### config.mk
export PLATFORM = sky130hd
export DESIGN_NAME = exp3_unidade_controle
export DESIGN_NICKNAME = d
export VERILOG_FILES = /design/src/rtl/exp3_unidade_controle.sv
export SDC_FILE = /design/constraint.sdc
export NUM_CORES = 1
export LEC_CHECK = 0
export ABC_AREA = 1
export BUFFER_PORTS_ARGS = -buffer_cell sky130_fd_sc_hd__clkbuf_2
export CELL_PAD_IN_SITES_DETAIL_PLACEMENT = 0
export CELL_PAD_IN_SITES_GLOBAL_PLACEMENT = 1
export CORE_MARGIN = 1
export CORE_UTILIZATION = 45
export CTS_CLUSTER_SIZE = 8
export DETAILED_ROUTE_END_ITERATION = 10
export PLACE_DENSITY = 0.89
export SETUP_SLACK_MARGIN = 0.2
export SYNTH_ARGS = -nofsm -noshare
export SYNTH_HDL_FRONTEND = slang
export SYNTH_SLANG_ARGS = --single-unit
### constraint.sdc
create_clock -name clock -period 2.8 [get_ports clock]
set_input_delay 0 -clock clock [delete_from_list [all_inputs] [get_ports clock]]
set_output_delay 0 -clock clock [all_outputs]
set_load 0.01 [all_outputs]
### src/rtl/exp3_unidade_controle.sv
// Control FSM for the experiment-3 memory game: sequences 16 plays of
// register / compare / advance and ends in success, error or timeout.
module exp3_unidade_controle #(
    parameter int TIMEOUT_CICLOS = 5000
) (
    input  logic       clock,
    input  logic       reset_n,
    input  logic       iniciar,
    input  logic       jogada,
    input  logic       chavesIgualMemoria,
    input  logic       fimC,
    output logic       zeraC,
    output logic       contaC,
    output logic       zeraR,
    output logic       registraR,
    output logic       pronto,
    output logic       acertou,
    output logic       errou,
    output logic       timeout,
    output logic [3:0] db_estado
);

    typedef enum logic [3:0] {
        INICIAL     = 4'h0,
        PREPARA     = 4'h1,
        ESPERA      = 4'h2,
        REGISTRA    = 4'h4,
        COMPARA     = 4'h5,
        PROXIMO     = 4'h6,
        FIM_ACERTO  = 4'hA,
        FIM_TIMEOUT = 4'hD,
        FIM_ERRO    = 4'hE
    } estado_t;

    localparam logic [15:0] LIMITE = 16'(TIMEOUT_CICLOS - 1);

    estado_t     estado;
    estado_t     proximo;
    logic        jogada_s1;
    logic        jogada_s2;
    logic        jogada_ant;
    logic        borda;
    logic [15:0] contagem;

    assign borda = jogada_s2 & ~jogada_ant;

    // A button edge in the same cycle as the timeout wins; edges seen in any
    // other state simply vanish because the detector is a one-cycle pulse.
    always_comb begin
        proximo = estado;
        case (estado)
            INICIAL:     if (iniciar) proximo = PREPARA;
            PREPARA:     proximo = ESPERA;
            ESPERA: begin
                if (borda)
                    proximo = REGISTRA;
                else if (contagem == LIMITE)
                    proximo = FIM_TIMEOUT;
            end
            REGISTRA:    proximo = COMPARA;
            COMPARA: begin
                if (!chavesIgualMemoria)
                    proximo = FIM_ERRO;
                else if (fimC)
                    proximo = FIM_ACERTO;
                else
                    proximo = PROXIMO;
            end
            PROXIMO:     proximo = ESPERA;
            FIM_ACERTO:  if (iniciar) proximo = PREPARA;
            FIM_ERRO:    if (iniciar) proximo = PREPARA;
            FIM_TIMEOUT: if (iniciar) proximo = PREPARA;
            default:     proximo = INICIAL;
        endcase
    end

    // Outputs are decoded from the next state so they are registered
    // alongside the state and stay purely Moore.
    always_ff @(posedge clock or negedge reset_n) begin
        if (!reset_n) begin
            estado     <= INICIAL;
            jogada_s1  <= 1'b0;
            jogada_s2  <= 1'b0;
            jogada_ant <= 1'b0;
            contagem   <= 16'd0;
            zeraC      <= 1'b0;
            contaC     <= 1'b0;
            zeraR      <= 1'b0;
            registraR  <= 1'b0;
            pronto     <= 1'b0;
            acertou    <= 1'b0;
            errou      <= 1'b0;
            timeout    <= 1'b0;
            db_estado  <= 4'h0;
        end else begin
            jogada_s1  <= jogada;
            jogada_s2  <= jogada_s1;
            jogada_ant <= jogada_s2;
            estado     <= proximo;
            contagem   <= (estado == ESPERA) ? contagem + 16'd1 : 16'd0;
            zeraC      <= (proximo == PREPARA);
            contaC     <= (proximo == PROXIMO);
            zeraR      <= (proximo == PREPARA);
            registraR  <= (proximo == REGISTRA);
            pronto     <= (proximo == FIM_ACERTO) || (proximo == FIM_ERRO) ||
                          (proximo == FIM_TIMEOUT);
            acertou    <= (proximo == FIM_ACERTO);
            errou      <= (proximo == FIM_ERRO);
            timeout    <= (proximo == FIM_TIMEOUT);
            db_estado  <= proximo;
        end
    end

endmodule
==> insert_results.sql, run 1 <==
INSERT INTO impl_metrics (metric_group, metric, value, unit) VALUES
('outcome', 'outcome', 'complete, no violations', ''),
('placed_design', 'placed_area', '1720', 'um2'),
('run', 'max_cap_violations', '0', ''),
('yosys', 'mappedNetlistArea', '1590', 'um2'),
('floorplanning', 'core_area', '3360', 'um2'),
('worst_hold_path', 'min-delay-start', 'fimC', ''),
('sta', 'max_slew.worst_pin.slew', '0.713', 'ns'),
('yosys', 'synth_largest_type_area_fraction', '0.473', ''),
('finish', 'finish.instance_area', '1800', 'um2'),
('sta', 'relSlewSlack', '0.525', ''),
('placed_design', 'post-dp-hpwl', '2.27', 'mm'),
('sta', 'timing.final.crit_period', '1.52', 'ns'),
('yosys', 'syn-num-nets', '220', ''),
('critical_path', 'worst-endpoint-arrival', '1.79', 'ns'),
('detailed_routing', 'drcViolationCount', '0', ''),
('critical_path', 'ff2ff_setup_slack', '1.28', 'ns'),
('floorplanning', 'chipWidth', '61.4', 'um'),
('sta', 'fin_setup_tns', '0', 'ns'),
('detailed_routing', 'post_drt_wl_per_cell', '10.5', 'um'),
('yosys', 'synth-async-reset-ratio', '1.00', ''),
('yosys', 'post_synth.cell_area_avg', '7.45', 'um2'),
('critical_path', 'ff2ff_path_depth', '10', ''),
('finish', 'finish.net_count', '244', ''),
('floorplanning', 'fp.dieH', '61.4', 'um'),
('clock_network', 'clk_latency', '0.33', 'ns'),
('yosys', 'ys_top_cells_by_area', 'sky130_fd_sc_hd__dfrtp_1 (47%), sky130_fd_sc_hd__nand2_1 (12%), sky130_fd_sc_hd__nor2_1 (9.5%), sky130_fd_sc_hd__inv_1 (5.4%), sky130_fd_sc_hd__nand3_1 (4.1%)', ''),
('yosys', 'ys.flop_type', 'sky130_fd_sc_hd__dfrtp_1', ''),
('sta', 'final-hold-violation-count', '0', ''),
('clock_network', 'postCtsSetupRepairBufs', '0', ''),
('finish', 'fin_util', '0.535', ''),
('yosys', 'seq_area_frac_synth', '0.473', ''),
('finish', 'drive_above_1_share', '0.223', ''),
('grt', 'first_global_vias', '1169', ''),
('clock_network', 'number_of_buffers_created_by_cts', '5', ''),
('critical_path', 'critical_path.reg2reg.endpoint', 'registraR', ''),
('sta', 'clock.fmax', '0.656', 'GHz'),
('grt', 'number_of_antenna_violations_at_the_first_check_in_global_routing', '0', ''),
('finish', 'insertedDiodeCount', '0', ''),
('critical_path', 'timing.critical_path.to_type', 'register', ''),
('placed_design', 'place.gp.congestion', '0.856', ''),
('worst_hold_path', 'holdPathStages', '5', ''),
('detailed_routing', 'drt_iter0_markers', '56', ''),
('critical_path', 'setup.worst_path.start_class', 'register', ''),
('critical_path', 'cell_family_contributing_the_most_delay_on_the_critical_path', 'simple AND/OR/NAND/NOR gates', ''),
('finish', 'syn_to_final_growth', '13.5', '%'),
('sta', 'rsz_0062_raised_after_global_routing', 'false', ''),
('critical_path', 'max_incr_delay_on_cp', '0.41', 'ns'),
('clock_network', 'clkSinkCount', '30', ''),
('critical_path', 'critical_path.most_common_cell', 'sky130_fd_sc_hd__nand2_1', ''),
('clock_network', 'cts.reportedPaths.clkPinSlew', '0.10', 'ns'),
('sta', 'drv_slew', '0', ''),
('detailed_routing', 'route.final.wire_length', '2.99', 'mm'),
('floorplanning', 'ioPinCount', '18', ''),
('power_and_ir_drop', 'cellLeakagePower', '0.911', 'nW'),
('critical_path', 'worst-endpoint-required', '3.07', 'ns'),
('grt', 'track_usage', '0.186', ''),
('critical_path', 'crit_path_start', 'contagem[0]', ''),
('floorplanning', 'floorplan.die_area', '3770', 'um2'),
('grt', 'grt_max_degree', '31', ''),
('clock_network', 'cts_root_buffer', 'sky130_fd_sc_hd__clkbuf_4', ''),
('sta', 'setup_viol_count_final', '0', ''),
('critical_path', 'slowest_stage', 'sky130_fd_sc_hd__dfrtp_1', ''),
('yosys', 'ys_top_cells_by_count', 'sky130_fd_sc_hd__nand2_1 (49), sky130_fd_sc_hd__nor2_1 (40), sky130_fd_sc_hd__dfrtp_1 (30)', ''),
('yosys', 'ys_warn_count', '0', ''),
('yosys', 'synthesized_instance_count', '213', ''),
('yosys', 'yosys.area.top_type', 'sky130_fd_sc_hd__dfrtp_1', ''),
('yosys', 'synth_enable_flop_cells', '0', ''),
('critical_path', 'timing.critical_path.cells', 'ha_1 > nand2_1 > inv_2 > nand2_1 > nor2_1 > nand2_2 > nand2_1 > a21oi_2 > nand2_1 > nor2_2', ''),
('clock_network', 'htreeDepth', '2', ''),
('clock_network', 'cts_tree', 'built', ''),
('grt', 'wire_length_of_the_first_global_routing_pass', '4.95', 'mm');
[routing by layer]
| layer | GRT usage | share of wire |
|---|---|---|
| met5 | 0 | 0 |
| met2 | 0.287 | 0.46 |
| met1 | 0.242 | 0.47 |
| met4 | 0.0794 | 0.016 |
| met3 | 0.0588 | 0.052 |
[worst max path at each step]
stage / end / slack (ns) / cells after the start
floorplan: registraR / 1.46 / 10
global placement: zeraR / 1.28 / 10
detailed placement: registraR / 1.29 / 10
CTS: registraR / 1.26 / 10
global route: registraR / 1.10 / 10
finish: registraR / 1.28 / 10
[sequential cells by signal (all words and copies together) (netlist names)]
| register | flops |
|---|---|
| contagem | 16 |
| estado | 4 |
| acertou | 1 |
| contaC | 1 |
| errou | 1 |
| jogada_ant | 1 |
| jogada_s1 | 1 |
| jogada_s2 | 1 |
| pronto | 1 |
| registraR | 1 |
| timeout | 1 |
| zeraR | 1 |
[placed cells by master, fill, tap and decap left out, types with 2 or more instances in the layout]
cell | synthesis | layout
sky130_fd_sc_hd__nor2_1 | 40 | 40
sky130_fd_sc_hd__nor3_1 | 5 | 5
sky130_fd_sc_hd__nand2_1 | 49 | 49
sky130_fd_sc_hd__o21ai_1 | 2 | 2
sky130_fd_sc_hd__nor2_4 | 3 | 3
sky130_fd_sc_hd__nand2_2 | 7 | 7
sky130_fd_sc_hd__dfrtp_1 | 30 | 30
sky130_fd_sc_hd__dlygate4sd3_1 | 0 | 2
sky130_fd_sc_hd__clkbuf_4 | 0 | 5
sky130_fd_sc_hd__inv_2 | 11 | 11
sky130_fd_sc_hd__nand4_1 | 2 | 2
sky130_fd_sc_hd__inv_1 | 23 | 23
sky130_fd_sc_hd__clkbuf_2 | 0 | 17
sky130_fd_sc_hd__o21ai_0 | 3 | 3
sky130_fd_sc_hd__a21oi_1 | 9 | 9
sky130_fd_sc_hd__nor2_2 | 4 | 4
sky130_fd_sc_hd__xor2_1 | 3 | 3
sky130_fd_sc_hd__nand3_1 | 13 | 13
[worst reg2reg max path, cell delays in order (launching register included)]
cell and delay, ns:
sky130_fd_sc_hd__dfrtp_1 0.41, sky130_fd_sc_hd__ha_1 0.21, sky130_fd_sc_hd__nand2_1 0.12, sky130_fd_sc_hd__inv_2 0.06
sky130_fd_sc_hd__nand2_1 0.06, sky130_fd_sc_hd__nor2_1 0.04, sky130_fd_sc_hd__nand2_2 0.08, sky130_fd_sc_hd__nand2_1 0.08
sky130_fd_sc_hd__a21oi_2 0.20, sky130_fd_sc_hd__nand2_1 0.11, sky130_fd_sc_hd__nor2_2 0.10
[area by class of cell]
type                    count  area (um2)  share of cell area
inverters                  35         131              0.0730
multi-input cells         146         692               0.384
flip-flops and latches     30         751               0.417
well taps                  46        57.6              0.0320
clock inverters             2        12.5             0.00695
clock buffers               6        51.3              0.0285
repair buffers             19         105              0.0584
[per-stage QoR]
stage               worst slack (ns)  cells  hold slack, ns  total power (W)
finish                          1.28    284          0.0744          0.00127
detailed placement              1.29    274          0.0914          0.00101
CTS                             1.26    284          0.0651          0.00128
global route                    1.10    284           0.118          0.00137
floorplan                       1.46    213          -0.296         0.000882
global placement                1.28    274          0.0972          0.00101
[kinds of logic (layout without fill, tap and decap cells)]
logic type,Yosys count,after routing,share of synthesized area
AOI/OAI and AO/OA,16,16,0.0544
xor gates and xnor gates,4,4,0.0221
adders and majority gates,1,1,0.00789
buffers and inverters,37,62,0.0907
DFF,30,30,0.473
and+or+nand+nor,125,125,0.352
[power by group]
group / total (W) / switching [W] / leakage [nW] / internal [W]
combinational: 0.000460 / 0.000308 / 0.472 / 0.000152
clock: 0.000267 / 0.000147 / 0.0343 / 0.000120
sequential: 0.000539 / 0.0000485 / 0.406 / 0.000491
[timing repair]
action	in CTS	in global routing
hold buffers	2	0
hold endpoints to repair	31	0
setup endpoints to repair	0	0
Power figures use the tool's default switching activity.
==> run 2, diff against run 1 <==
--- a/config.mk
+++ b/config.mk
@@ -10,10 +10,10 @@
 export CELL_PAD_IN_SITES_DETAIL_PLACEMENT = 0
 export CELL_PAD_IN_SITES_GLOBAL_PLACEMENT = 1
 export CORE_MARGIN = 1
-export CORE_UTILIZATION = 45
+export CORE_UTILIZATION = 38
 export CTS_CLUSTER_SIZE = 8
 export DETAILED_ROUTE_END_ITERATION = 10
-export PLACE_DENSITY = 0.89
+export PLACE_DENSITY = 0.81
 export SETUP_SLACK_MARGIN = 0.2
 export SYNTH_ARGS = -nofsm -noshare
 export SYNTH_HDL_FRONTEND = slang
==> constraint.sdc (replaced) <==
create_clock -name clock -period 1.25 [get_ports clock]
set_input_delay 0 -clock clock [delete_from_list [all_inputs] [get_ports clock]]
set_output_delay 0 -clock clock [all_outputs]
set_load 0.01 [all_outputs]
==> run 2 against run 1 <==
  * The run now ends with negative setup slack left
  * Sequential power increased by 130%
  * Design area increased by 38%
  * Sequential share of layout area decreased by 11 points
  * Maximum frequency increased by 4.5%
  * Worst setup slack got worse by 1.5 ns
  * Total power increased to 3.1 times the previous value
  * Core utilization increased by 8.4 points
  * Largest cell class is now multi-input combinational cells
==> insert_results.sql, run 2 (synthesis results as in run 1) <==
INSERT INTO impl_metrics (metric_group, metric, value, unit) VALUES
('outcome', 'outcome', 'complete, but fails checks', ''),
('outcome', 'violated_checks', 'negative setup slack', ''),
('critical_path', 'crit_path_start', 'contagem[0]', ''),
('sta', 'finalWorstSetupSlack', '-0.208', 'ns'),
('detailed_routing', 'drcViolationCount', '0', ''),
('finish', 'finish.instance_area', '2480', 'um2'),
('grt', 'number_of_antenna_violations_at_the_first_check_in_global_routing', '0', ''),
('finish', 'largest_register_ff_count', '16', ''),
('sta', 'clock.fmax', '0.686', 'GHz'),
('placed_design', 'placed_area', '2010', 'um2'),
('sta', 'layout_worst_path_cycle_share', '1.17', ''),
('finish', 'largest-register', 'contagem', ''),
('grt', 'grt_max_degree', '31', ''),
('floorplanning', 'ioPinCount', '18', ''),
('detailed_routing', 'drt_iter0_markers', '45', ''),
('clock_network', 'cts.reportedPaths.clkPinSlew', '0.06', 'ns'),
('floorplanning', 'chipWidth', '66.6', 'um'),
('finish', 'syn_to_final_growth', '56.2', '%'),
('critical_path', 'regToRegStartpoint', 'contagem[0]', ''),
('sta', 'drv_slew', '0', ''),
('critical_path', 'critical_path.reg2reg.endpoint', 'contagem[6]', ''),
('finish', 'commonest_non_fill_non_tap_cells_in_the_layout', 'sky130_fd_sc_hd__buf_4 (34), sky130_fd_sc_hd__nand2_1 (33), sky130_fd_sc_hd__nor2_1 (27)', ''),
('finish', 'top_flop_regs', 'contagem x16, estado x4', ''),
('floorplanning', 'core_area', '4000', 'um2'),
('placed_design', 'dp_slack', '-0.201', 'ns'),
('critical_path', 'worst-endpoint-arrival', '1.63', 'ns'),
('clock_network', 'number_of_buffers_created_by_cts', '5', ''),
('grt', 'wire_length_of_the_first_global_routing_pass', '6.47', 'mm'),
('grt', 'first_global_vias', '1428', ''),
('clock_network', 'clkSinkCount', '30', ''),
('finish', 'fin_util', '0.620', ''),
('sta', 'timing.final.crit_period', '1.46', 'ns'),
('power_and_ir_drop', 'vdd_drop_max', '1030', 'uV'),
('floorplanning', 'floorplan.die_area', '4440', 'um2'),
('critical_path', 'ff2ff_setup_slack', '-0.21', 'ns'),
('floorplanning', 'rows', '23', ''),
('placed_design', 'place.gp.congestion', '0.907', ''),
('detailed_routing', 'route.final.wire_length', '4.20', 'mm'),
('clock_network', 'htreeDepth', '2', ''),
('worst_hold_path', 'min-delay-start', 'fimC', ''),
('worst_hold_path', 'min-delay-path-class', 'primary input to register', ''),
('sta', 'relSlewSlack', '0.790', ''),
('finish', 'finish.net_count', '289', ''),
('finish', 'drive_above_1_share', '0.523', ''),
('clock_network', 'cts_root_buffer', 'sky130_fd_sc_hd__clkbuf_8', ''),
('sta', 'max_slew.worst_pin.slew', '0.313', 'ns'),
('critical_path', 'cp-endpoint', 'contagem[6]', ''),
('critical_path', 'setup.worst_path.start_class', 'register', ''),
('floorplanning', 'fp.dieH', '66.6', 'um'),
('critical_path', 'worst-endpoint-required', '1.42', 'ns'),
('critical_path', 'timing.critical_path.to_type', 'register', ''),
('power_and_ir_drop', 'fin_total_pwr', '0.00398', 'W'),
('clock_network', 'clk_latency', '0.28', 'ns'),
('placed_design', 'post-dp-hpwl', '2.63', 'mm'),
('sta', 'setup_viol_count_final', '21', ''),
('critical_path', 'crit_type', 'register to register', ''),
('detailed_routing', 'via_count', '1543', ''),
('sta', 'fin_setup_tns', '-2.37', 'ns'),
('detailed_routing', 'drt-vias-per-instance', '4.63', ''),
('sta', 'rsz_0062_raised_after_global_routing', 'true', ''),
('placed_design', 'io_buffer_count', '17', ''),
('detailed_routing', 'post_drt_wl_per_cell', '12.6', 'um'),
('critical_path', 'worst-path-max-fanout', '2', ''),
('detailed_routing', 'detailedRoute.firstPassIterationCount', '4', ''),
('power_and_ir_drop', 'power_per_cell_area', '1610', 'nW/um2'),
('power_and_ir_drop', 'cellLeakagePower', '1.24', 'nW'),
('finish', 'insertedDiodeCount', '0', ''),
('grt', 'track_usage', '0.201', ''),
('floorplanning', 'initial_standard_cell_utilization_of_the_core', '0.397', ''),
('sta', 'final-hold-violation-count', '0', ''),
('run', 'max_cap_violations', '0', ''),
('sta', 'final.setup_skew', '0.00469', 'ns'),
('finish', 'layout.cells.most_common', 'sky130_fd_sc_hd__buf_4', ''),
('critical_path', 'ff2ff_path_depth', '10', ''),
('clock_network', 'cts_tree', 'built', ''),
('clock_network', 'cts_max_path_bufs', '2', ''),
('detailed_routing', 'detail-route-antenna-nets', '0', ''),
('grt', 'globalRouteOverflowTotal', '0', '');
==> run 2: cell types whose count changed in the layout (fill, tap and decap cells not counted), sizes merged <==
cell,delta
buf,+45
bufinv,+1
clkbuf,-1
clkinv,+1
clkinvlp,-1
==> run 2: cell type report <==
cell class	count	area (um2)
fill	340	1520
clock buffer	5	68.8
tap	50	62.6
multi-input combinational	146	896
inverter	35	141
clock inverter	3	40.0
sequential	30	757
timing repair buffer	64	513
==> run 2: worst min-delay path by stage <==
stage	to	cells past startpoint
3_3_place_gp	pronto	2
4_1_cts	pronto	5
5_1_grt	acertou	7
2_1_floorplan	acertou	0
6_report	acertou	5
3_5_place_dp	pronto	2
==> run 2: per-stage QoR <==
stage,hold slack [ns],std cells
5_1_grt,0.230,333
3_5_place_dp,-0.0247,309
4_1_cts,0.173,327
6_report,0.177,333
3_3_place_gp,-0.0336,309
2_1_floorplan,-0.296,213
==> run 2: power by group <==
part	switching, W	total [W]	internal, W	leakage (nW)
Clock	0.000360	0.000945	0.000585	0.0579
Combinational	0.000977	0.00180	0.000824	0.786
Sequential	0.000123	0.00123	0.00111	0.398
==> run 2: layer usage <==
layer,vias up,global-route usage,routed length (um)
li1,791,-,-
met1,719,0.248,1900
met2,24,0.326,2100
met3,9,0.0411,94
met4,0,0.106,101
met5,-,0,0
==> run 2: critical path, stage by stage (launching register included) <==
cell and delay, ns:
sky130_fd_sc_hd__dfrtp_1 0.36, sky130_fd_sc_hd__ha_2 0.21, sky130_fd_sc_hd__nand2_4 0.07, sky130_fd_sc_hd__nor2_4 0.12
sky130_fd_sc_hd__nand2_4 0.08, sky130_fd_sc_hd__inv_4 0.07, sky130_fd_sc_hd__nand2_4 0.06, sky130_fd_sc_hd__buf_4 0.13
sky130_fd_sc_hd__buf_6 0.11, sky130_fd_sc_hd__o21ai_2 0.10, sky130_fd_sc_hd__a21oi_1 0.05
==> run 2: what timing repair did <==
item	CTS	global route
buffers inserted	7	6
gates resized for setup	35	32
hold buffers	2	0
gates cloned	1	0
hold endpoints to repair	31	0
pin swaps	17	15
endpoints found under the setup margin	27	27
==> run 3, diff against run 2 <==
--- a/config.mk
+++ b/config.mk
@@ -10,10 +10,11 @@
 export CELL_PAD_IN_SITES_DETAIL_PLACEMENT = 0
 export CELL_PAD_IN_SITES_GLOBAL_PLACEMENT = 1
 export CORE_MARGIN = 1
-export CORE_UTILIZATION = 38
+export CORE_UTILIZATION = 39
+export CTS_BUF_LIST = sky130_fd_sc_hd__clkbuf_8
 export CTS_CLUSTER_SIZE = 8
 export DETAILED_ROUTE_END_ITERATION = 10
-export PLACE_DENSITY = 0.81
+export PLACE_DENSITY = 0.82
 export SETUP_SLACK_MARGIN = 0.2
 export SYNTH_ARGS = -nofsm -noshare
 export SYNTH_HDL_FRONTEND = slang
==> constraint.sdc (replaced) <==
create_clock -name clock -period 1.25 [get_ports clock]
set_input_delay 0 -clock clock [delete_from_list [all_inputs] [get_ports clock]]
set_output_delay 0 -clock clock [all_outputs]
set_load 0.05 [all_outputs]
==> run 3 against run 2 <==
  * The run still ends with negative setup slack left
  * Hold slack got worse by 0.016 ns
  * Maximum frequency increased by 0.25%
  * Register-to-register slack about the same
  * Design area decreased by 5.4%
  * Worst setup slack improved by 0.0037 ns
  * Non-clock buffer count decreased by 1
  * Sequential share of layout area increased by 1.7 points
  * Die area decreased by 2.5%
  * Clock power increased by 5.2%
  * Routed wire length decreased by 13%
  * Clock skew increased by 0.0054 ns
  * Critical path type unchanged
==> insert_results.sql, run 3 (synthesis results as in run 1) <==
INSERT INTO impl_metrics (metric_group, metric, value, unit) VALUES
('critical_path', 'ff2ff_setup_slack', '-0.20', 'ns'),
('grt', 'globalRouteOverflowTotal', '0', ''),
('finish', 'largest-register', 'contagem', ''),
('clock_network', 'clk_latency', '0.28', 'ns'),
('critical_path', 'worst-endpoint-required', '1.46', 'ns'),
('finish', 'drive_above_1_share', '0.443', ''),
('sta', 'relSlewSlack', '0.742', ''),
('clock_network', 'cts_tree', 'built', ''),
('grt', 'met1_usage', '0.252', ''),
('critical_path', 'critPathBufInv', '1', ''),
('detailed_routing', 'route.final.wire_length', '3.65', 'mm'),
('sta', 'clock.fmax', '0.688', 'GHz'),
('critical_path', 'critical_path.reg2reg.endpoint', 'registraR', ''),
('detailed_routing', 'detailedRoute.firstPassIterationCount', '4', ''),
('placed_design', 'dp_slack', '-0.212', 'ns'),
('critical_path', 'regToRegStartpoint', 'contagem[1]', ''),
('sta', 'final.setup_skew', '0.0101', 'ns'),
('sta', 'fin_setup_tns', '-2.51', 'ns'),
('critical_path', 'worst-endpoint-arrival', '1.67', 'ns'),
('floorplanning', 'floorplan.die_area', '4330', 'um2'),
('grt', 'gr-usage-met2', '0.298', ''),
('finish', 'insertedDiodeCount', '0', ''),
('grt', 'number_of_antenna_violations_at_the_first_check_in_global_routing', '0', ''),
('grt', 'globalRoute.busiestLayer', 'met2', ''),
('placed_design', 'io_buffer_count', '17', ''),
('power_and_ir_drop', 'power_per_cell_area', '1810', 'nW/um2'),
('detailed_routing', 'drt-vias-per-instance', '4.57', ''),
('grt', 'gr_met3_demand_resource', '0.0414', ''),
('critical_path', 'worst-path-max-fanout', '4', ''),
('grt', 'first_global_vias', '1404', ''),
('worst_hold_path', 'min-delay-path-class', 'primary input to register', ''),
('finish', 'top_flop_regs', 'contagem x16, estado x4', ''),
('critical_path', 'cell_family_contributing_the_most_delay_on_the_critical_path', 'simple AND/OR/NAND/NOR gates', ''),
('sta', 'layout_worst_path_cycle_share', '1.16', ''),
('power_and_ir_drop', 'vdd_drop_max', '927', 'uV'),
('critical_path', 'timing.critical_path.cells', 'ha_2 > nand2_2 > inv_2 > nand2_1 > nor2_1 > nand2_2 > and2_4 > nor2_4 > nand2_1 > nor2_2', ''),
('clock_network', 'cts.reportedPaths.clkPinSlew', '0.07', 'ns'),
('grt', 'track_usage', '0.186', ''),
('floorplanning', 'chipWidth', '65.8', 'um'),
('placed_design', 'post-dp-hpwl', '2.72', 'mm'),
('outcome', 'outcome', 'complete, but fails checks', ''),
('sta', 'max_slew.worst_pin.slew', '0.388', 'ns'),
('floorplanning', 'initial_standard_cell_utilization_of_the_core', '0.421', ''),
('detailed_routing', 'detail-route-antenna-nets', '0', ''),
('finish', 'largest_register_ff_count', '16', ''),
('grt', 'grt_max_degree', '17', ''),
('detailed_routing', 'drt_iter0_markers', '64', ''),
('sta', 'setup_viol_count_final', '23', ''),
('clock_network', 'clkSinkCount', '30', ''),
('grt', 'wire_length_of_the_first_global_routing_pass', '6.11', 'mm'),
('detailed_routing', 'post_drt_wl_per_cell', '11.1', 'um'),
('clock_network', 'htreeDepth', '2', ''),
('placed_design', 'placed_cells_incl_taps', '310', ''),
('detailed_routing', 'via_count', '1508', ''),
('floorplanning', 'ioPinCount', '18', ''),
('finish', 'commonest_non_fill_non_tap_cells_in_the_layout', 'sky130_fd_sc_hd__nand2_1 (43), sky130_fd_sc_hd__buf_4 (39), sky130_fd_sc_hd__nor2_1 (31)', ''),
('sta', 'final-hold-violation-count', '0', ''),
('finish', 'layout.cells.non_filler', '330', ''),
('sta', 'timing.final.crit_period', '1.45', 'ns'),
('worst_hold_path', 'holdPathStages', '5', ''),
('detailed_routing', 'drcViolationCount', '0', ''),
('sta', 'drv_slew', '0', ''),
('critical_path', 'setup.worst_path.start_class', 'register', ''),
('worst_hold_path', 'min-delay-start', 'fimC', ''),
('floorplanning', 'core_area', '3770', 'um2'),
('clock_network', 'cts_root_buffer', 'sky130_fd_sc_hd__clkbuf_8', ''),
('floorplanning', 'fp.dieH', '65.8', 'um'),
('critical_path', 'crit_type', 'register to register', ''),
('clock_network', 'number_of_buffers_created_by_cts', '5', ''),
('outcome', 'violated_checks', 'negative setup slack', ''),
('finish', 'syn_to_final_growth', '47.9', '%'),
('floorplanning', 'rows', '22', ''),
('run', 'max_cap_violations', '0', ''),
('critical_path', 'max_incr_delay_on_cp', '0.36', 'ns'),
('critical_path', 'slowest_stage', 'sky130_fd_sc_hd__dfrtp_1', ''),
('placed_design', 'place.gp.congestion', '0.825', ''),
('sta', 'rsz_0062_raised_after_global_routing', 'true', ''),
('worst_hold_path', 'worstHoldEndpoint', 'pronto', ''),
('finish', 'layout.cells.most_common', 'sky130_fd_sc_hd__nand2_1', ''),
('finish', 'finish.net_count', '288', ''),
('clock_network', 'cts_max_path_bufs', '2', ''),
('power_and_ir_drop', 'cellLeakagePower', '1.19', 'nW'),
('sta', 'finalWorstSetupSlack', '-0.204', 'ns'),
('critical_path', 'timing.critical_path.to_type', 'register', ''),
('critical_path', 'ff2ff_path_depth', '10', '');
==> run 3: changes by cell type in the layout (fill, tap and decap cells not counted), moves of 2 or more <==
cell / delta
sky130_fd_sc_hd__nand2_2: -7
sky130_fd_sc_hd__clkbuf_2: -2
sky130_fd_sc_hd__inv_2: +3
sky130_fd_sc_hd__buf_4: +5
sky130_fd_sc_hd__a21oi_2: -3
sky130_fd_sc_hd__nor2_2: -3
sky130_fd_sc_hd__a21oi_1: +3
sky130_fd_sc_hd__buf_6: -3
sky130_fd_sc_hd__clkinv_2: -2
sky130_fd_sc_hd__inv_4: -3
sky130_fd_sc_hd__nand2_1: +10
sky130_fd_sc_hd__nor2_1: +4
sky130_fd_sc_hd__nand2_4: -3
==> run 3: worst max path at each step <==
stage / cells after the start / end / start
after global placement: 10 / contaC / contagem[1]
final: 10 / registraR / contagem[1]
after detailed placement: 10 / contaC / contagem[1]
after CTS: 10 / registraR / contagem[1]
after global routing: 11 / errou / contagem[1]
after floorplan: 9 / registraR / estado[0]
==> run 3: power breakdown <==
group / leakage, nW / switching [W] / internal [W] / total (W)
clock: 0.0626 / 0.000353 / 0.000641 / 0.000994
combinational: 0.725 / 0.00126 / 0.000767 / 0.00202
sequential: 0.400 / 0.000120 / 0.00111 / 0.00123
total: 1.19 / 0.00173 / 0.00252 / 0.00425
==> run 3: per-layer routing <==
layer / part of all wire / wire (um)
met5: 0 / 0
met4: 0.010 / 38
met3: 0.037 / 134
met2: 0.47 / 1730
met1: 0.48 / 1750
==> run 3: area by class of cell <==
type	count	area, um2
Inverter	35	134
Tap cell	48	60.1
Timing Repair Buffer	63	464
Clock inverter	2	33.8
Fill cell	331	1430
Clock buffer	6	82.6
Multi-Input combinational cell	146	816
Sequential cell	30	756
==> run 3: worst min-delay path, delay by kind of cell <==
kind / cells / cell delay (ns)
compound gates: 1 / 0.06
buf+inv: 2 / 0.17
simple gates: 2 / 0.18
==> run 3: what timing repair did <==
action,4_1_cts,5_1_grt
endpoints found under the setup margin,28,29
hold buffers,2,0
endpoints found under the hold margin,25,0
pin swaps,7,9
buffers inserted,5,5
resized for setup,22,12
==> run 3: metrics by stage <==
step,total power (W),hold slack (ns),util,cell area (um2)
floorplan,0.00239,-0.296,-,1640
global placement,0.00293,-0.0663,0.536,2020
detailed placement,0.00293,-0.0607,0.536,2020
CTS,0.00410,0.162,0.601,2260
global route,0.00449,0.207,0.622,2350
finish,0.00425,0.161,0.622,2350
